===== config.mk =====
export PLATFORM = sky130hd
export DESIGN_NAME = stopwatch_sec_counter
export DESIGN_NICKNAME = d
export VERILOG_FILES = /design/src/rtl/stopwatch_sec_counter.sv
export SDC_FILE = /design/constraint.sdc
export NUM_CORES = 1
export LEC_CHECK = 0
export BUFFER_PORTS_ARGS = -buffer_cell sky130_fd_sc_hd__buf_4
export CAP_MARGIN = 20
export CELL_PAD_IN_SITES_DETAIL_PLACEMENT = 0
export CELL_PAD_IN_SITES_GLOBAL_PLACEMENT = 1
export CORE_ASPECT_RATIO = 0.75
export CORE_MARGIN = 1.5
export CORE_UTILIZATION = 51
export CTS_CLUSTER_SIZE = 40
export DETAILED_ROUTE_END_ITERATION = 6
export GPL_TIMING_DRIVEN = 0
export PLACE_DENSITY = 0.95
export SETUP_SLACK_MARGIN = 0.5
export SYNTH_ARGS = -nofsm -noshare
export SYNTH_HDL_FRONTEND = slang
export SYNTH_SLANG_ARGS = --single-unit
export TNS_END_PERCENT = 50

===== constraint.sdc =====
create_clock -name clk -period 4.6 [get_ports clk]
set_clock_uncertainty 0.05 [all_clocks]
set_input_delay 0.69 -clock clk [delete_from_list [all_inputs] [get_ports clk]]
set_output_delay 0.69 -clock clk [all_outputs]
set_load 0.02 [all_outputs]

===== src/rtl/stopwatch_sec_counter.sv =====
// Seconds counter for a two-digit stopwatch: debounced start/stop and clear buttons,
// an IDLE/RUN/PAUSE controller, a 1 Hz prescaler and a 0..MAX_VAL seconds count.
module stopwatch_sec_counter #(
    parameter int unsigned TICK_DIV  = 50000000,
    parameter int unsigned DB_CYCLES = 1000000,
    parameter int unsigned MAX_VAL   = 59
) (
    input  logic       clk,
    input  logic       rst_n,
    input  logic       btn_start_stop,
    input  logic       btn_clear,
    output logic [5:0] count,
    output logic       running,
    output logic       wrap
);

    localparam int unsigned DcW  = (DB_CYCLES > 1) ? $clog2(DB_CYCLES) : 1;
    localparam int unsigned PreW = $clog2(TICK_DIV);
    localparam logic [DcW-1:0]  DcLast   = DcW'(DB_CYCLES - 1);
    localparam logic [PreW-1:0] PreLast  = PreW'(TICK_DIV - 1);
    localparam logic [5:0]      CountMax = 6'(MAX_VAL);

    typedef enum logic [1:0] {StIdle, StRun, StPause} state_e;

    // Bit 0 is start/stop, bit 1 is clear; both buttons share identical conditioning.
    logic [1:0]          btn_raw;
    logic [1:0]          s1_q, s2_q;
    logic [1:0]          db_q, db_d, db_prev_q;
    logic [1:0][DcW-1:0] dc_q, dc_d;
    logic [1:0]          press;
    logic                ss_press, clr_press;

    state_e          state_q, state_d;
    logic            running_q, running_d;
    logic [PreW-1:0] pre_q, pre_d;
    logic [5:0]      count_q, count_d;
    logic            wrap_q, wrap_d;
    logic            tick;

    assign btn_raw = {btn_clear, btn_start_stop};

    always_comb begin
        db_d = db_q;
        dc_d = '0;
        for (int i = 0; i < 2; i++) begin
            if (s2_q[i] != db_q[i]) begin
                if (dc_q[i] == DcLast) begin
                    db_d[i] = s2_q[i];
                end else begin
                    dc_d[i] = dc_q[i] + DcW'(1);
                end
            end
        end
        press = db_q & ~db_prev_q;
    end

    assign ss_press  = press[0];
    assign clr_press = press[1];

    // State register; reset is synchronous and wins over every other event.
    always_ff @(posedge clk) begin
        if (!rst_n) begin
            s1_q      <= '0;
            s2_q      <= '0;
            db_q      <= '0;
            db_prev_q <= '0;
            dc_q      <= '0;
            state_q   <= StIdle;
            running_q <= 1'b0;
            pre_q     <= '0;
            count_q   <= '0;
            wrap_q    <= 1'b0;
        end else begin
            s1_q      <= btn_raw;
            s2_q      <= s1_q;
            db_q      <= db_d;
            db_prev_q <= db_q;
            dc_q      <= dc_d;
            state_q   <= state_d;
            running_q <= running_d;
            pre_q     <= pre_d;
            count_q   <= count_d;
            wrap_q    <= wrap_d;
        end
    end

    // Clear outranks start/stop when both presses land in the same cycle.
    always_comb begin
        state_d = state_q;
        if (clr_press) begin
            state_d = StIdle;
        end else if (ss_press) begin
            unique case (state_q)
                StIdle:  state_d = StRun;
                StRun:   state_d = StPause;
                StPause: state_d = StRun;
                default: state_d = StIdle;
            endcase
        end
    end

    always_comb begin
        running_d = (state_d == StRun);
    end

    // Prescaler only advances in RUN, keeps its phase across PAUSE and is zero in IDLE.
    always_comb begin
        tick    = (state_q == StRun) && (pre_q == PreLast);
        pre_d   = pre_q;
        count_d = count_q;
        wrap_d  = 1'b0;
        if (clr_press) begin
            pre_d   = '0;
            count_d = '0;
        end else begin
            unique case (state_q)
                StRun:   pre_d = tick ? '0 : pre_q + PreW'(1);
                StPause: pre_d = pre_q;
                default: pre_d = '0;
            endcase
            if (tick) begin
                if (count_q >= CountMax) begin
                    count_d = '0;
                    wrap_d  = 1'b1;
                end else begin
                    count_d = count_q + 6'd1;
                end
            end
        end
    end

    assign count   = count_q;
    assign running = running_q;
    assign wrap    = wrap_q;

endmodule


---- Word level (Yosys, flattened, before mapping) ----
Index checks and enable logic that the tools add are counted.
storage, ports and cells
  word-level logic and storage cells ...... 47
  input port bits ......................... 4
  bits in registers ....................... 84
  output and inout bits ................... 8
cells by class
  reductions and logical operators ........ 9
  bitwise logic cells ..................... 6
  eq/ne operators ......................... 8
  order comparisons ....................... 1
  add/subtract/negate cells ............... 4
  multiplexer cells ....................... 7
operators with widths
  operator                                                         number
  26-bit one-hot mux with 2 select lines                           1
  20-bit by 1-bit adder with 20-bit output, second input constant  2
  20-bit == test, second input constant                            2
  26-bit by 1-bit adder with 26-bit output, second input constant  1
  26-bit == test, second input constant                            1
  26-bit two-way mux                                               1
  3-bit OR reduction                                               3
  6-bit by 1-bit adder with 6-bit output, second input constant    1
  6-bit greater-or-equal comparator, second input constant         1
  6-bit two-way mux                                                1
  2-bit by 1-bit == test with 1-bit output, second input constant  2
  2-bit two-way mux                                                2
  1-bit NOT                                                        4
  2-bit one-hot mux with 2 select lines                            1
  2-bit AND reduction                                              2
  2-bit OR reduction                                               2
  2-bit bitwise AND                                                1
  2-bit == test, second input constant                             1
  2-bit logical NOT                                                1
  1-bit inequality test                                            2
  2-bit NOT                                                        1
  1-bit logical AND                                                1
  1-bit two-way mux                                                1

---- Logic depth before layout (Yosys ltp) ----
Gate-level depths: netlist of the first run.
  depth after elaboration ................. 6
  mapped depth ............................ 8
  gate-level depth less buffers ........... 6

---- Least setup slack after synthesis of the first run ----
OpenSTA, ideal clock, no wires.
  path type ............................... register to register
  start ................................... register pre_q[0]
  end ..................................... register pre_q[12]
  path slack .............................. 2.565 ns
  cell stages (with the launch flop) ...... 9
  arrival time ............................ 1.851 ns
  setup time .............................. 0.134 ns
  cell sequence ........................... dfxtp_1 ha_1 and2_1 nand2_2 or4_4 buf_6 clkbuf_1 a31oi_1 a31oi_1
on the way
  longest elaborated chain between the ends .. 4
  elaborated cells on any way between the ends .. 5
  classes of those cells .................. add/sub (1); eq/ne (1); mux (2); reduce/logical (1)
ends and longest elaborated chain
  element                                                                                           line  text
  start, declared                                                                                   35    logic [PreW-1:0] pre_q, pre_d;
  start signal, assigned                                                                            81    pre_q <= pre_d;
  parallel branches: the longest is 2 deep, another holds 26-bit by 1-bit adder with 26-bit output  n/a
  26-bit two-way mux *                                                                              117   StRun: pre_d = tick ? '0 : pre_q + PreW'(1);
  26-bit one-hot mux with 2 select lines *                                                          116   unique case (state_q)
Mark *: on every way between the ends.
A chain may end at the register's enable or synchronous reset.

---- Worst setup path after layout of the first run ----
  start ................................... register pre_q[0]
  end ..................................... register pre_q[25]
Same word-level chain as after synthesis.

==> results of run 1 <==
-- state kept, by name, indices dropped and copies added, names as in the netlist --
signal and count:
pre_q 26, s1_q 2, db_prev_q 2, s2_q 2, wrap 1, count 6, db_q 2, running 1
state_q 2, dc_q 40
-- power groups by stage --
stage / registers [µW] / clock network, µW / logic (µW)
floorplan: 747 / 0 / 7.69
global placement: 747 / 0 / 12.2
detailed placement: 747 / 0 / 12.4
CTS: 730 / 599 / 12.4
global route: 730 / 631 / 14.3
finish: 730 / 586 / 12.4
-- layout by cell type, fill, tap and decap left out, types with 8 or more instances in the layout --
cell and n:
and4_1 8, inv_1 13, a31oi_1 30, nor4_1 9
nand3_1 34, xnor2_1 11, xor2_1 31, nand3b_1 10
nor2_1 66, clkbuf_8 10, nand4_1 20, clkbuf_1 18
dfxtp_1 84, buf_4 11, nand2_1 34
-- metrics by stage --
step / utilization / instance area, µm²
after global routing: 0.586 / 4320
final: 0.586 / 4320
after floorplan: - / 3880
after global placement: 0.555 / 4090
after detailed placement: 0.555 / 4090
after CTS: 0.586 / 4320
-- worst max-delay path: cells and delay by family, from the launching register on --
kind / cells / cell delay, ps
compound gates: 2 / 340
fa+ha+maj: 1 / 270
buf+inv: 2 / 440
flops: 1 / 450
simple gates: 3 / 800
-- synthesized netlist by cell type (all sizes together) (2+ instances only) --
cell,instances
nand2b,2
nand3,34
xnor2,11
nand4,20
or4,6
dfxtp,84
and3,7
nand2,35
buf,3
clkbuf,17
mux2i,7
o21ai,7
o211ai,4
ha,5
a21oi,6
and2,7
or3,6
inv,13
a31oi,30
a41oi,2
nor4,9
xor2,31
nor3,3
and4,8
nor2,66
nor4b,2
nand3b,10
a32oi,2
nor2b,7
-- routing by layer --
metal | vias up | GRT usage | wire length (µm)
met5 | - | 0 | 0
met4 | 0 | 0.0653 | 109
met3 | 20 | 0.0640 | 601
met2 | 108 | 0.333 | 3730
met1 | 1601 | 0.292 | 4100
li1 | 1675 | - | -
-- logic make-up after synthesis --
kind of cell,Yosys count,synth area share
flip-flops,84,0.433
XOR/XNOR,42,0.0948
AO/OA/AOI/OAI,60,0.101
buffers and inverters,33,0.0361
multiplexers,8,0.0210
adder cells (fa/ha/maj),5,0.0161
AND/OR/NAND/NOR,224,0.298
-- how the worst min path moves through the flow --
stage / endpoint / slack [ps]
after floorplan: s2_q[0]$_SDFF_PN0_ / 360
after global placement: s2_q[1]$_SDFF_PN0_ / 370
after detailed placement: s2_q[0]$_SDFF_PN0_ / 370
after CTS: s2_q[1]$_SDFF_PN0_ / 390
after global routing: s2_q[1]$_SDFF_PN0_ / 410
final: s2_q[1]$_SDFF_PN0_ / 390
-- area by class of cell --
| cell class | count | area (µm²) | area share |
|---|---|---|---|
| inverters | 13 | 48.8 | 0.0113 |
| flip-flops and latches | 84 | 1680 | 0.390 |
| repair buffers | 11 | 82.6 | 0.0191 |
| well taps | 101 | 126 | 0.0293 |
| clock inverters | 5 | 85.1 | 0.0197 |
| plain buffers | 20 | 91.3 | 0.0212 |
| multi-input cells | 339 | 2060 | 0.477 |
| clock buffers | 11 | 141 | 0.0328 |
==> results.json, run 1 <==
{
  "outcome": "finished clean",
  "hold_start": "s1_q[1]$_SDFF_PN0_",
  "power.density_mw_per_mm2": 308,
  "critPathMaxFanout": 10,
  "synth_edf_count": 0,
  "hold_buffers": 0,
  "syn_area_mm2": 0.00388,
  "synth_ff_type": "dfxtp_1",
  "synthCells": 456,
  "period_share": 0.543,
  "worst_ep_arrival_time_ps": 2660,
  "clock_sinks": 84,
  "clock_path_buffers": 2,
  "rsz0062_at_grt": "no",
  "layout_setup_ws_ps": 2100,
  "min_period_ps": 2500,
  "yosysUniqueCellTypes": 44,
  "p_switching_uw": 272,
  "row_count": 27,
  "placed_cells": 568,
  "post-place-ws_ps": 2170,
  "num_vias": 3404,
  "totalPowerFinal_uw": 1330,
  "numPortBuffers": 11,
  "ys_seq_area_frac": 0.433,
  "syn_to_final_growth_pct": 11.2,
  "die_area_mm2": 0.00815,
  "post_drt_wl_per_cell_um": 14.6,
  "htree_levels": 3,
  "grt.total_usage": 0.216,
  "r2r_end": "pre_q[25]$_SDFFE_PP0N_",
  "ios": 12,
  "drtAntennaViolNets": 0,
  "chipHeight_um": 78.6,
  "rr_worst_depth": 8,
  "crit_required_ps": 4760,
  "setup_violations": 0,
  "fill_cells": 667,
  "antenna_found_initial": 0,
  "gp_congestion": 0.866,
  "clk_pin_slew_ps": 90,
  "wl_um": 8550,
  "finalSetupTns_ps": 0,
  "start_util": 0.527,
  "drt_iter0_markers": 234,
  "drv_cap": 0,
  "cts_tree": "built",
  "diodes": 0,
  "grt_max_degree": 15,
  "critPathKind": "flop to flop",
  "hold_path.class": "flop to flop",
  "insertion_delay_ps": 350,
  "post_synth.cell_area_avg_um2": 8.51,
  "critPathLaunch": "pre_q[0]$_SDFFE_PP0N_",
  "drc": 0,
  "clkPwrFrac": 0.441,
  "ys_seq_elements": 84,
  "post-dp-hpwl_um": 5940,
  "coreArea_mm2": 0.00736,
  "synth-async-reset-ratio": 0,
  "post_cts_buffers": 0,
  "hold_ws_ps": 390,
  "timing.fmax_ghz": 0.401,
  "drtPass1Iterations": 5,
  "vdd_drop_max_uv": 168,
  "grt_pass1_wl_um": 14100,
  "critPathCapture": "pre_q[25]$_SDFFE_PP0N_",
  "swShare": 0.205,
  "slowest_stage": "or4_4",
  "p_int_uw": 1060,
  "synthTopCellsByArea": "dfxtp_1, xor2_1, nor2_1, a31oi_1, nand3_1",
  "drive_gt1_frac": 0.0683,
  "cp-end-kind": "flop",
  "startpoint_type": "flop",
  "ys_warn_count": 0,
  "crit_chain": "ha_1 -> and2_1 -> nand2_2 -> or4_4 -> buf_6 -> clkbuf_1 -> a31oi_1 -> a31oi_1",
  "syn_nets": 465,
  "cts.repair.resized": 0,
  "die_x_um": 104,
  "fin_nets": 487,
  "grt_overflow": 0,
  "crit_top_cell": "a31oi_1",
  "comb_power_share": 0.009,
  "rrSetupSlack_ps": 2100,
  "hold_viol_final": 0,
  "tightestPinTransition_ps": 899,
  "max_slew_margin": 0.395,
  "cts_buffers": 9,
  "r2r-start": "pre_q[0]$_SDFFE_PP0N_",
  "crit_path_max_incr_delay_ps": 520,
  "grt_pass1_vias": 3029,
  "min_path_cells": 1,
  "synth_top_cell_area_share": 0.433,
  "slew_violations": 0,
  "p_leak_uw": 0.00139,
  "seqPwrFrac": 0.550,
  "synth_top_area_cell": "dfxtp_1",
  "cts-root-buf": "clkbuf_8",
  "routed_via_density": 5.83,
  "stdcell_count": 584
}
Note: power is estimated with default switching activity, not from simulation.
==> run 2: changes to the inputs <==
CORE_UTILIZATION = 43   (was 51)
PLACE_DENSITY = 0.88   (was 0.95)
clock period = 2.27 ns   (was 4.6 ns; I/O delays follow)
==> results.json, run 2 (same netlist as run 1, synthesis figures left out) <==
{
  "p_leak_uw": 0.00171,
  "syn_to_final_growth_pct": 30.4,
  "holdPathEnd": "s1_q[1]$_SDFF_PN0_",
  "largest-register": "dc_q",
  "cts_buffers": 9,
  "gp_congestion": 0.882,
  "chipHeight_um": 85.3,
  "grt_pass1_wl_um": 15300,
  "numPortBuffers": 11,
  "clock_sinks": 84,
  "layout_common_cells": "dfxtp_1, nor2_1, nand2_1",
  "vdd_drop_max_uv": 359,
  "die_area_mm2": 0.00961,
  "drive_gt1_frac": 0.237,
  "ios": 12,
  "diodes": 0,
  "drtPass1Iterations": 5,
  "outcome": "finished clean",
  "hold_viol_final": 0,
  "critPathKind": "flop to flop",
  "worst_ep_arrival_time_ps": 2220,
  "drc": 0,
  "largest_register_ff_count": 40,
  "rr_worst_depth": 7,
  "num_vias": 3482,
  "rrSetupSlack_ps": 200,
  "antenna_found_initial": 0,
  "max_slew_margin": 0.517,
  "drtAntennaViolNets": 0,
  "routed_via_density": 5.70,
  "grt_overflow": 0,
  "slew_violations": 0,
  "drt_iter0_markers": 340,
  "totalPowerFinal_uw": 3060,
  "hold_buffers": 0,
  "crit_path_max_incr_delay_ps": 610,
  "crit_chain": "and4_4 -> nand4_1 -> or4_4 -> buf_12 -> clkbuf_16 -> a31oi_4 -> a31oi_1",
  "row_count": 29,
  "cts_tree": "built",
  "r2r-start": "pre_q[22]$_SDFFE_PP0N_",
  "crit_required_ps": 2410,
  "post-dp-hpwl_um": 5870,
  "hold_ws_ps": 157,
  "clk_pin_slew_ps": 60,
  "grt_pass1_vias": 3144,
  "timing.fmax_ghz": 0.482,
  "rsz0062_at_grt": "yes",
  "insertion_delay_ps": 340,
  "power.density_mw_per_mm2": 604,
  "fill_cells": 745,
  "drv_cap": 0,
  "startpoint_type": "flop",
  "slowest_stage": "or4_4",
  "grt_max_degree": 15,
  "r2r_end": "pre_q[17]$_SDFFE_PP0N_",
  "final_common_cell": "dfxtp_1",
  "clock_path_buffers": 2,
  "cts-root-buf": "clkbuf_16",
  "die_x_um": 113,
  "layout_setup_ws_ps": 197,
  "fin_nets": 507,
  "post_drt_wl_per_cell_um": 15.5,
  "post-place-ws_ps": 105,
  "critPathMaxFanout": 8,
  "wl_um": 9500,
  "coreArea_mm2": 0.00860,
  "period_share": 0.913,
  "tightestPinTransition_ps": 725,
  "setup_violations": 0,
  "min_path_cells": 2,
  "hold_path.class": "primary input to flop",
  "hold_start": "btn_clear",
  "min_period_ps": 2070,
  "grt.total_usage": 0.199,
  "finalSetupTns_ps": 0,
  "cp-end-kind": "flop",
  "htree_levels": 3,
  "start_util": 0.451
}
-- run 2: layout make-up --
| class | instances | area, µm² | area share |
|---|---|---|---|
| sequential | 84 | 1720 | 0.341 |
| clock inverter | 4 | 52.6 | 0.0104 |
| tap | 108 | 135 | 0.0267 |
| timing repair buffer | 31 | 293 | 0.0579 |
| clock buffer | 12 | 267 | 0.0527 |
| buffer | 20 | 181 | 0.0359 |
| inverter | 13 | 48.8 | 0.00964 |
| multi-input combinational | 339 | 2360 | 0.466 |
-- run 2: repair_timing --
| action | 4_1_cts | 5_1_grt |
|---|---|---|
| setup buffers | 10 | 5 |
| endpoints found under the setup margin | 73 | 74 |
| gates cloned | 4 | 1 |
| resized for setup | 35 | 57 |
| pin swaps | 16 | 13 |
-- run 2: worst max-delay path by stage --
stage,slack (ps),from,end
after floorplan,430,pre_q[24]$_SDFFE_PP0N_,pre_q[11]$_SDFFE_PP0N_
after global placement,120,pre_q[24]$_SDFFE_PP0N_,pre_q[10]$_SDFFE_PP0N_
after detailed placement,110,pre_q[24]$_SDFFE_PP0N_,pre_q[17]$_SDFFE_PP0N_
after CTS,230,pre_q[1]$_SDFFE_PP0N_,pre_q[17]$_SDFFE_PP0N_
after global routing,130,pre_q[20]$_SDFFE_PP0N_,pre_q[20]$_SDFFE_PP0N_
final,200,pre_q[22]$_SDFFE_PP0N_,pre_q[17]$_SDFFE_PP0N_
-- run 2: power by group --
group	internal [µW]	switching (µW)	total, µW	leakage [µW]
clock network	949	606	1550	0.000160
logic	13.6	16.9	30.5	0.000860
registers	1470	2.93	1470	0.000689
total	2430	626	3060	0.00171
-- run 2: critical path: cells and delay by family, from the launching register on --
kind,cells,cell delay [ps]
compound gates,2,220
buf+inv,2,350
flops,1,370
simple gates,3,930
-- run 2: through the flow --
| stage | std cells | utilization | area [µm²] |
|---|---|---|---|
| detailed placement | 575 | 0.484 | 4160 |
| finish | 611 | 0.588 | 5060 |
| floorplan | 456 | - | 3940 |
| global route | 611 | 0.588 | 5060 |
| global placement | 575 | 0.484 | 4160 |
| CTS | 605 | 0.555 | 4780 |
-- run 2: layer usage --
| metal | up-vias | track usage | share of wire |
|---|---|---|---|
| li1 | 1724 | - | - |
| met1 | 1651 | 0.283 | 0.49 |
| met2 | 91 | 0.289 | 0.44 |
| met3 | 16 | 0.0564 | 0.058 |
| met4 | 0 | 0.0656 | 0.012 |
| met5 | - | 0 | 0 |
